==> src/rtl/gc_ram_scheduler.sv <==
// gc_ram_scheduler
//   Time-slice arbiter that shares one single-read-port state SRAM among
//   PORTS controller-emulator channels. A channel is granted, its address
//   {channel, bit address} is driven to the SRAM, and the returned bit is
//   presented on data_out with a one-hot ack naming the channel it belongs to.
//
//   Pipeline (req/port_addr sampled at edge t):
//     edge t                  : grant register (index, address, valid)
//     edge t+1                : ram_addr / issue valid registered
//     edges t+2..t+1+LAT      : valid/index delay line matching SRAM latency
//     edge t+2+SRAM_LATENCY   : data_out <= ram_data, ack <= onehot(index)
//
//   Build option GC_RAM_SCHED_SKIP_IDLE_EN:
//     defined   - rotating priority among requesting channels; idle
//                 channels consume no slots.
//     undefined - fixed rotation 0,1,..,PORTS-1 from reset, one slot per
//                 cycle; req is ignored and every slot produces an ack.
//
//   Ports:
//     clk        system clock, rising edge
//     reset      asynchronous active-low reset
//     req        [PORTS]            per-channel read request (level)
//     port_addr  [PORTS*ADDR_BITS]  channel i address at [i*ADDR_BITS +: ADDR_BITS]
//     ram_addr   [PORT_BITS+ADDR_BITS] registered SRAM address {index, address}
//     ram_data   SRAM read bit, valid SRAM_LATENCY cycles after ram_addr
//     data_out   registered read bit, shared by all channels
//     ack        [PORTS] one-hot; ack[i] marks data_out as channel i's bit

// Per-channel acknowledge register: one lane per channel, so the one-hot
// decode is registered directly in each output bit.
module gc_ram_sched_lane #(
    parameter int PORT_BITS = 2,
    parameter int LANE      = 0
) (
    input  logic                 clk,
    input  logic                 reset,
    input  logic                 vld,
    input  logic [PORT_BITS-1:0] idx,
    output logic                 ack
);

    always_ff @(posedge clk or negedge reset) begin
        if (!reset) ack <= 1'b0;
        else        ack <= vld && (idx == PORT_BITS'(LANE));
    end

endmodule

module gc_ram_scheduler #(
    parameter int PORTS        = 4,
    parameter int ADDR_BITS    = 6,
    parameter int SRAM_LATENCY = 0
) (
    input  logic                                clk,
    input  logic                                reset,
    input  logic [PORTS-1:0]                    req,
    input  logic [PORTS*ADDR_BITS-1:0]          port_addr,
    output logic [$clog2(PORTS)+ADDR_BITS-1:0]  ram_addr,
    input  logic                                ram_data,
    output logic                                data_out,
    output logic [PORTS-1:0]                    ack
);

    localparam int PORT_BITS = $clog2(PORTS);

    // Channel addresses viewed as an indexable packed array.
    logic [PORTS-1:0][ADDR_BITS-1:0] addr_arr;
    assign addr_arr = port_addr;

    // ------------------------------------------------------------------
    // Grant selection (combinational)
    // ------------------------------------------------------------------
    logic [PORT_BITS-1:0] last_grant;
    logic [PORT_BITS-1:0] sel_idx;
    logic                 sel_vld;

`ifdef GC_RAM_SCHED_SKIP_IDLE_EN
    logic [PORT_BITS-1:0] cand;

    // Scan from lowest priority (last_grant itself) to highest
    // (last_grant+1) so the highest-priority requester is written last.
    // Index arithmetic wraps naturally in PORT_BITS bits (PORTS is 2^n).
    always_comb begin
        sel_vld = 1'b0;
        sel_idx = '0;
        cand    = '0;
        for (int k = PORTS; k >= 1; k--) begin
            cand = last_grant + PORT_BITS'(k);
            if (req[cand]) begin
                sel_vld = 1'b1;
                sel_idx = cand;
            end
        end
    end
`else
    // Legacy fixed rotation: every cycle is a slot for the next channel.
    logic unused_req;
    assign unused_req = ^req;
    assign sel_vld    = 1'b1;
    assign sel_idx    = last_grant + PORT_BITS'(1);
`endif

    // ------------------------------------------------------------------
    // Grant register: captures index and the channel's address at grant
    // time, so later port_addr changes or a dropped req cannot disturb the
    // in-flight read. last_grant resets to PORTS-1 so channel 0 goes first.
    // ------------------------------------------------------------------
    logic                 g_vld;
    logic [PORT_BITS-1:0] g_idx;
    logic [ADDR_BITS-1:0] g_addr;

    always_ff @(posedge clk or negedge reset) begin
        if (!reset) begin
            last_grant <= PORT_BITS'(PORTS - 1);
            g_vld      <= 1'b0;
            g_idx      <= '0;
            g_addr     <= '0;
        end else begin
            g_vld <= sel_vld;
            if (sel_vld) begin
                last_grant <= sel_idx;
                g_idx      <= sel_idx;
                g_addr     <= addr_arr[sel_idx];
            end
        end
    end

    // ------------------------------------------------------------------
    // Issue stage and valid/index delay line.
    // vld_pipe[0]/idx_pipe[0] are aligned with ram_addr; entry k is k cycles
    // later, so entry SRAM_LATENCY lines up with valid ram_data.
    // ram_addr only moves on a real issue; idle cycles hold the old address.
    // ------------------------------------------------------------------
    logic [SRAM_LATENCY:0]                vld_pipe;
    logic [SRAM_LATENCY:0][PORT_BITS-1:0] idx_pipe;

    always_ff @(posedge clk or negedge reset) begin
        if (!reset) begin
            ram_addr <= '0;
            vld_pipe <= '0;
            idx_pipe <= '0;
        end else begin
            if (g_vld) ram_addr <= {g_idx, g_addr};
            vld_pipe[0] <= g_vld;
            idx_pipe[0] <= g_idx;
            for (int k = 1; k <= SRAM_LATENCY; k++) begin
                vld_pipe[k] <= vld_pipe[k-1];
                idx_pipe[k] <= idx_pipe[k-1];
            end
        end
    end

    // ------------------------------------------------------------------
    // Return stage: shared data bit plus one registered ack per channel.
    // Reset clears the delay line, so in-flight reads never reach ack.
    // ------------------------------------------------------------------
    always_ff @(posedge clk or negedge reset) begin
        if (!reset) data_out <= 1'b0;
        else        data_out <= ram_data;
    end

    generate
        for (genvar i = 0; i < PORTS; i++) begin : g_lane
            gc_ram_sched_lane #(
                .PORT_BITS (PORT_BITS),
                .LANE      (i)
            ) u_lane (
                .clk   (clk),
                .reset (reset),
                .vld   (vld_pipe[SRAM_LATENCY]),
                .idx   (idx_pipe[SRAM_LATENCY]),
                .ack   (ack[i])
            );
        end
    endgenerate

endmodule
==> config.mk <==
export PLATFORM = sky130hd
export DESIGN_NAME = gc_ram_scheduler
export DESIGN_NICKNAME = d
export VERILOG_FILES = /design/src/rtl/gc_ram_scheduler.sv
export SDC_FILE = /design/constraint.sdc
export NUM_CORES = 1
export LEC_CHECK = 0
export CAP_MARGIN = 10
export CORE_ASPECT_RATIO = 1.25
export CORE_MARGIN = 5
export CORE_UTILIZATION = 40
export DETAILED_ROUTE_END_ITERATION = 7
export GPL_TIMING_DRIVEN = 0
export PLACE_DENSITY = 0.88
export SYNTH_ARGS = -nofsm -noshare
export SYNTH_HDL_FRONTEND = slang
export SYNTH_HIERARCHICAL = 1
export SYNTH_SLANG_ARGS = --single-unit
==> constraint.sdc <==
create_clock -name clk -period 1.65 [get_ports clk]
set_input_delay 0.33 -clock clk [delete_from_list [all_inputs] [get_ports clk]]
set_output_delay 0.33 -clock clk [all_outputs]
set_load 0.01 [all_outputs]
# --- Yosys cells after proc, flatten, opt, wreduce, memory -nomap -nowiden ---
# Cells that the tools add are included.
classes:
  addsub: 1
  order_cmp: 1
  n_eq_ne: 3
  n_mux: 2
  n_reduce_logical: 5
op_table:
  columns: ["op", "count"]
  rows:
  - ["6-bit binary-select mux with 2-bit select", 1]
  - ["6-bit two-way mux", 1]
  - ["2-bit equality test, second input constant", 2]
  - ["1-bit logical AND", 4]
  - ["2-bit by 3-bit less-than comparator with 1-bit output, second input constant", 1]
  - ["2-bit by 1-bit adder with 2-bit output, second input constant", 1]
  - ["2-bit by 1-bit equality test with 1-bit output, second input constant", 1]
  - ["2-bit logical NOT", 1]
totals:
  regBits: 27
  input_bits: 31
  out_inout_bits: 13
  word_cells: 24

# --- Depth between registers and ports, before layout ---
# Gate-level depths: netlist of the first run.
depth:
  word_depth: 3
  ltp_mapped: 2
  ltp_nobuf: 1

# --- Cells and area by module ---
# Netlist of the first run, hierarchy kept.
by_module_without_submodules:
  columns: ["mod", "n_inst", "cells_each", "area_each_um2", "seq_area_each_um2"]
  rows:
  - ["gc_ram_scheduler", 1, 43, 840.8, 578.1]
  - ["gc_ram_sched_lane at g_lane[1].u_lane ...", 2, 2, 33.8, 25.0]
  - ["gc_ram_sched_lane at g_lane[0].u_lane", 1, 2, 37.5, 25.0]
  - ["gc_ram_sched_lane at g_lane[3].u_lane", 1, 2, 31.3, 25.0]

# --- Worst setup path before layout of the first run ---
# Ideal clock, no wire load.
synth_path:
  kind: "reg2reg"
  from: "register last_grant[1]"
  to: "register g_addr[0]"
  setup_time_ns: 0.139
  arrival_ns: 1.116
  t_required_ns: 1.511
  slack_ns: 0.395
  stages_incl_launch_ff: 3
  path_buffers: 1
  period_less_slack_ns: 1.255
  cell_sequence: "dfstp_2 -> buf_6 -> mux4_2"
synth_via:
  elab_chain_len: 3
synth_rtl:
  columns: ["item", "line_no", "source"]
  rows:
  - ["from (decl)", "73", "logic [PORT_BITS-1:0] last_grant;"]
  - ["from (signal assigned)", "114", "last_grant <= PORT_BITS'(PORTS - 1);"]
  - ["from (signal assigned)", "121", "last_grant <= sel_idx;"]
  - ["2-bit by 1-bit adder with 2-bit output", "100", "assign sel_idx = last_grant + PORT_BITS'(1);"]
  - ["6-bit binary-select mux with 2-bit select", "123", "g_addr <= addr_arr[sel_idx];"]
  - ["6-bit two-way mux (implied by the code)", "123", null]
  - ["to (signal assigned)", "123", null]
  - ["to (decl)", "110", "logic [ADDR_BITS-1:0] g_addr;"]
# No other way between the ends. The select of a mux whose other input is x is not followed.
# A chain may end at the register's enable or synchronous reset.

# --- Final worst setup path of the first run ---
layout_path:
  from: "register ram_addr[3]"
  to: "output port ram_addr[3]"
layout_lines:
  columns: ["item", "line_no", "source"]
  rows:
  - ["from (decl)", "58", "output logic [$clog2(PORTS)+ADDR_BITS-1:0] ram_addr,"]
  - ["from (signal assigned)", "143", "if (g_vld) ram_addr <= {g_idx, g_addr};"]
# No word-level cell between the ends.

==> results of run 1 <==
[metal layers]
layer | share of wire, % | routed length, um
met2 | 57 | 992
met4 | 1.7 | 30
met1 | 35 | 614
met3 | 6.4 | 112
met5 | 0 | 0
[Yosys cell counts]
master,n
dfrtp_1,25
mux2_2,8
mux4_2,6
and3b_1,2
buf_2,2
dfstp_2,2
and3_1,1
buf_6,1
conb_1,1
inv_1,1
nor3b_2,1
xor2_1,1
[sequential cells by signal, indices dropped and copies added, names as in the netlist]
signal and count:
g_vld 1, g_idx 2, g_lane.u_lane/ack 4, data_out 1, g_addr 6, idx_pipe 2
ram_addr 8, vld_pipe 1, last_grant 2
[layout make-up]
class                   count  area (um2)
well taps                  33        41.3
repair buffers             40         418
flip-flops and latches     27         678
fillers                   192         915
clock buffers               4        26.3
plain buffers               3        21.3
inverters                   1        3.75
multi-input cells          20         274
[cell families after synthesis]
group | synth area share [%]
xor+xnor | 0.896
buf+inv | 2.56
flops | 69.4
mux | 23.0
other cells | 0.384
simple gates | 3.71
[metrics by stage]
stage	worst slack, ps	TNS [ps]	hold WS, ps	area (um2)
6_report	115	0	324	1460
2_1_floorplan	395	0	34.4	977
5_1_grt	36.1	0	324	1460
3_5_place_dp	-92.8	-2310	358	1410
4_1_cts	84.7	0	388	1440
3_3_place_gp	-6.63	-157	351	1410
[power by group]
part | total (uW) | leakage (uW) | switching (uW) | internal (uW)
registers | 705 | 0.000327 | 12.7 | 692
clock network | 255 | 0.0000150 | 161 | 94.1
logic | 169 | 0.000287 | 48.4 | 120
total | 1130 | 0.000629 | 222 | 906
[cell usage in the layout, fill, tap and decap left out]
cell	n
buf_2	2
clkbuf_1	1
and3_1	1
dfrtp_1	25
conb_1	1
inv_1	1
nor3b_2	1
and3b_1	2
mux2_2	8
clkdlybuf4s50_1	39
mux4_2	6
clkbuf_4	3
buf_16	1
dfstp_2	2
buf_6	1
xor2_1	1
[path summary, 6_finish.rpt]
check / end / startpoint / slack, ps
worst max-delay path: ram_addr[3] / ram_addr[3] / 110
worst min-delay path: g_lane[1].u_lane/ack / reset / 320
worst max register to register: g_addr[1] / last_grant[1] / 340
worst min register to register: idx_pipe[0] / g_idx[0] / 390
max in group asynchronous: last_grant[0] / reset / 800
min in group clk: idx_pipe[0] / g_idx[0] / 390
==> results.md, run 1 <==
- # Post-CTS Setup Buffers: 0
- Fin. Hold Viols: 0
- Yosys warnings: 6
- Most Crowded Layer GR: met2
- Synth Cell Area: 977 um2
- H-tree depth: 1
- Net Count, Synth: 82
- Layout cells sized above 1: 25.3%
- Finished Layout Cells: 128
- F_max: 0.651 GHz
- DR WL/cell: 13.7 um
- Largest area contributor in the netlist: dfrtp_1
- CTS resizes: 0
- GRT Total Usage: 11.5%
- Die height: 65.3 um
- Die area: 3540 um2
- Die X: 54.2 um
- CTS root buf: clkbuf_4
- CP Capture Type: output port
- Pre-Repair DR Iteration Count: 3
- Data required, critical path: 1320 ps
- Final Cycle Share: 93.1%
- Crit path cell chain: clkdlybuf4s50_1
- Antenna violations before repair: 0
- Post-CTS Hold Fix Bufs: 0
- Hold Path Class: in2async
- Total wire length: 1750 um
- Critical path's top delay family: buffers and inverters
- # IOs: 44
- Cts bufs inserted: 3
- Final Max Tran Viols: 0
- Net count, final: 127
- Worst Path Buf+Inv: 1
- GRT overflow: 0
- CP max stage cell: clkdlybuf4s50_1
- Rows: 20
- Crit path kind: reg2out
- Crit path depth: 1
- M1 GR Usage: 13.1%
- Count of final setup violators: 0
- #FFs+latches synth: 27
- GP Congestion: 0.708
- Setup Skew: 3.44 ps
- Cells after DPL: 123
- Vias per inst: 4.63
- Routed Antenna Nets: 0
- Maxcap violations: 0
- Final Util: 61.5%
- Syn_area_per_cell: 19.2 um2
- Crit Path Max Fanout: 2
- Vias in the first global route: 638
- CTS tree: built
- Clk pin slew, worst setup/hold paths: 120 ps
- RSZ-0062 raised after global routing: false
- Core area: 2380 um2
- TritonCTS Sinks: 27
- M2 GR Usage: 19.2%
- Vias: 592
- Share of the yosys chip area belonging to registers: 69.4%
- Post-Syn Instances: 51
- Starting density of the core: 41.1%
- Power Total: 1130 uW
- Critical Path Source Type: register
- M3 GR Usage: 3.17%
- IO Port Bufs: 39
- Crit path DAT: 1210 ps
- Clk_lat worst skew: 300 ps
- Status: completed
- Worst path max stage delay: 540 ps
- # diodes: 0
- Synth area leaders: dfrtp_1 64%, mux4_2 14%, mux2_2 9.2%
- Post-synthesis cell type count: 12
- Top-area cell type share of the netlist area: 64.0%
- Clk buf depth: 2
- Largest net degree at the start of global routing: 28
- Pleak: 0.000629 uW
- First-pass GRT wire length: 2950 um
- Peak supply drop: 0.409 mV
- Area growth from synthesis to layout: 49.7%
- DRC viols: 0
- Final Critical Period: 1540 ps
- Power Density: 771 nW/um2
- Dpl hpwl: 1450 um
- FF-to-FF path depth: 2
- Initial drt markers: 3
Power figures use the tool's default switching activity.
==> run 2: changes to the inputs <==
--- a/config.mk
+++ b/config.mk
@@ -12,6 +12,7 @@
 export DETAILED_ROUTE_END_ITERATION = 7
 export GPL_TIMING_DRIVEN = 0
 export PLACE_DENSITY = 0.88
+export SLEW_MARGIN = 10
 export SYNTH_ARGS = -nofsm -noshare
 export SYNTH_HDL_FRONTEND = slang
 export SYNTH_HIERARCHICAL = 1
==> results.md, run 2 (synthesis results as in run 1) <==
- Crit path cell chain: clkdlybuf4s50_1 (unchanged)
- Layout cells sized above 1: 25.5% (was 25.3%)
- Failing checks: negative hold slack
- Die area: 3540 um2 (unchanged)
- Core area: 2380 um2 (unchanged)
- Final Critical Period: 1540 ps (unchanged)
- Pre-Repair DR Iteration Count: 3 (unchanged)
- Final Max Tran Viols: 0 (unchanged)
- Starting density of the core: 41.1% (unchanged)
- Rows: 20 (unchanged)
- CTS root buf: clkbuf_4 (unchanged)
- Fin. Hold Viols: 2 (was 0)
- Cts bufs inserted: 3 (unchanged)
- # IOs: 44 (unchanged)
- First-pass GRT wire length: 2950 um (unchanged)
- Clk buf depth: 2 (unchanged)
- Max reg flops: 8 (unchanged)
- TritonCTS Sinks: 27 (unchanged)
- Data required, critical path: 1320 ps (about the same)
- Initial drt markers: 4 (was 3)
- Crit Path Max Fanout: 2 (unchanged)
- Hold Path Class: in2async (unchanged)
- Worst Path Buf+Inv: 1 (unchanged)
- Die height: 65.3 um (unchanged)
- Vias in the first global route: 638 (unchanged)
- Final Cycle Share: 93.1% (unchanged)
- F_max: 0.651 GHz (unchanged)
- Critical path's top delay family: buffers and inverters (unchanged)
- CP max stage cell: clkdlybuf4s50_1 (unchanged)
- Placed Area: 1410 um2 (unchanged)
- Worst path max stage delay: 540 ps (about the same)
- CTS resizes: 0 (unchanged)
- RSZ-0062 raised after global routing: false (unchanged)
- Clk pin slew, worst setup/hold paths: 120 ps (about the same)
- Setup Skew: 3.66 ps (was 3.44 ps)
- Vias per inst: 4.63 (about the same)
- Total wire length: 1730 um (was 1750 um)
- Status: complete, but fails checks (was completed)
- Crit path kind: reg2out (unchanged)
- Biggest register: ram_addr (unchanged)
- # Post-CTS Setup Buffers: 0 (unchanged)
- GRT Total Usage: 11.5% (unchanged)
- Power Total: 1120 uW (was 1130 uW)
- Largest net degree at the start of global routing: 28 (unchanged)
- GRT overflow: 0 (unchanged)
- H-tree depth: 1 (unchanged)
- Routed Antenna Nets: 0 (unchanged)
- Max transition margin: 62.3%
- Layout fillers: 195 (was 192)
- IO Port Bufs: 39 (unchanged)
- Peak supply drop: 0.409 mV (about the same)
- Most frequent cells in the layout: 38 x clkdlybuf4s50_1, 25 x dfrtp_1, 8 x mux2_2 (was 39 x clkdlybuf4s50_1, 25 x dfrtp_1, 8 x mux2_2)
- Antenna violations before repair: 0 (unchanged)
- Hold WS: -0.328 ps (was 324 ps)
- CP Capture Type: output port (unchanged)
- Critical Path Source Type: register (unchanged)
- Design area: 1430 um2 (was 1460 um2)
- Die X: 54.2 um (unchanged)
- Vias: 588 (was 592)
- Area growth from synthesis to layout: 46.4% (was 49.7%)
- Commonest non-fill, non-tap cell in the layout: clkdlybuf4s50_1 (unchanged)
- Crit path DAT: 1210 ps (about the same)
- Pleak: 0.000617 uW (was 0.000629 uW)
- Net count, final: 126 (was 127)
- Post-CTS Hold Fix Bufs: 0 (unchanged)
- # diodes: 0 (unchanged)
- Worst Tran Pin Value: 565 ps
- Dpl hpwl: 1450 um (unchanged)
- Top flop regs: ram_addr (8), g_addr (6), g_lane.u_lane/ack (4) (unchanged)
- Power Density: 782 nW/um2 (was 771 nW/um2)
- Count of final setup violators: 0 (unchanged)
- GP Congestion: 0.708 (unchanged)
- DRC viols: 0 (unchanged)
- DR WL/cell: 13.6 um (was 13.7 um)
- CTS tree: built (unchanged)
- Maxcap violations: 0 (unchanged)
- Clk_lat worst skew: 300 ps (about the same)
-- run 2: changes by cell type in the layout (fill, tap and decap cells not counted) --
cell and delta:
buf_16 -1, buf_2 +1, clkdlybuf4s50_1 -1
-- run 2: cell type report --
| cell class | instances | area, um2 | share of cell area [%] |
|---|---|---|---|
| timing repair buffer | 39 | 385 | 26.9 |
| inverter | 1 | 3.75 | 0.262 |
| multi-input combinational | 20 | 274 | 19.2 |
| tap | 33 | 41.3 | 2.89 |
| sequential | 27 | 678 | 47.4 |
| buffer | 3 | 21.3 | 1.49 |
| clock buffer | 4 | 26.3 | 1.84 |
-- run 2: worst paths after layout --
path / depth (start not counted) / from / end / slack [ps]
worst max register to register: 2 / last_grant[1] / g_addr[1] / 340
worst max-delay path: 1 / ram_addr[3] / ram_addr[3] / 110
max in group asynchronous: 1 / reset / last_grant[0] / 1270
worst min register to register: 0 / g_idx[0] / idx_pipe[0] / 390
worst min-delay path: 1 / reset / g_lane[1].u_lane/ack / -0.3
min in group clk: 0 / g_idx[0] / idx_pipe[0] / 390
-- run 2: per-stage QoR --
stage / hold slack [ps] / worst slack, ps / TNS (ps) / cells / utilization [%]
after global routing: 19.8 / 36.1 / 0 / 127 / 60.2
after CTS: 388 / 84.7 / 0 / 127 / 60.4
after detailed placement: 358 / -92.8 / -2310 / 123 / 59.3
after global placement: 351 / -6.63 / -157 / 123 / 59.3
after floorplan: 34.4 / 395 / 0 / 51 / -
final: -0.328 / 115 / 0 / 127 / 60.2
-- run 2: routing by layer --
layer | vias to the layer above | part of all wire (%) | global-route usage (%) | routed length, um
li1 | 267 | - | - | -
met1 | 299 | 35 | 13.1 | 603
met2 | 20 | 57 | 19.2 | 985
met3 | 2 | 6.5 | 3.17 | 112
met4 | 0 | 1.7 | 5.61 | 30
met5 | - | 0 | 0 | 0
-- run 2: power breakdown --
part	leakage, uW	switching (uW)	internal (uW)	total [uW]
logic	0.000274	46.7	113	159
clock network	0.0000150	161	94.1	255
registers	0.000327	12.7	692	705
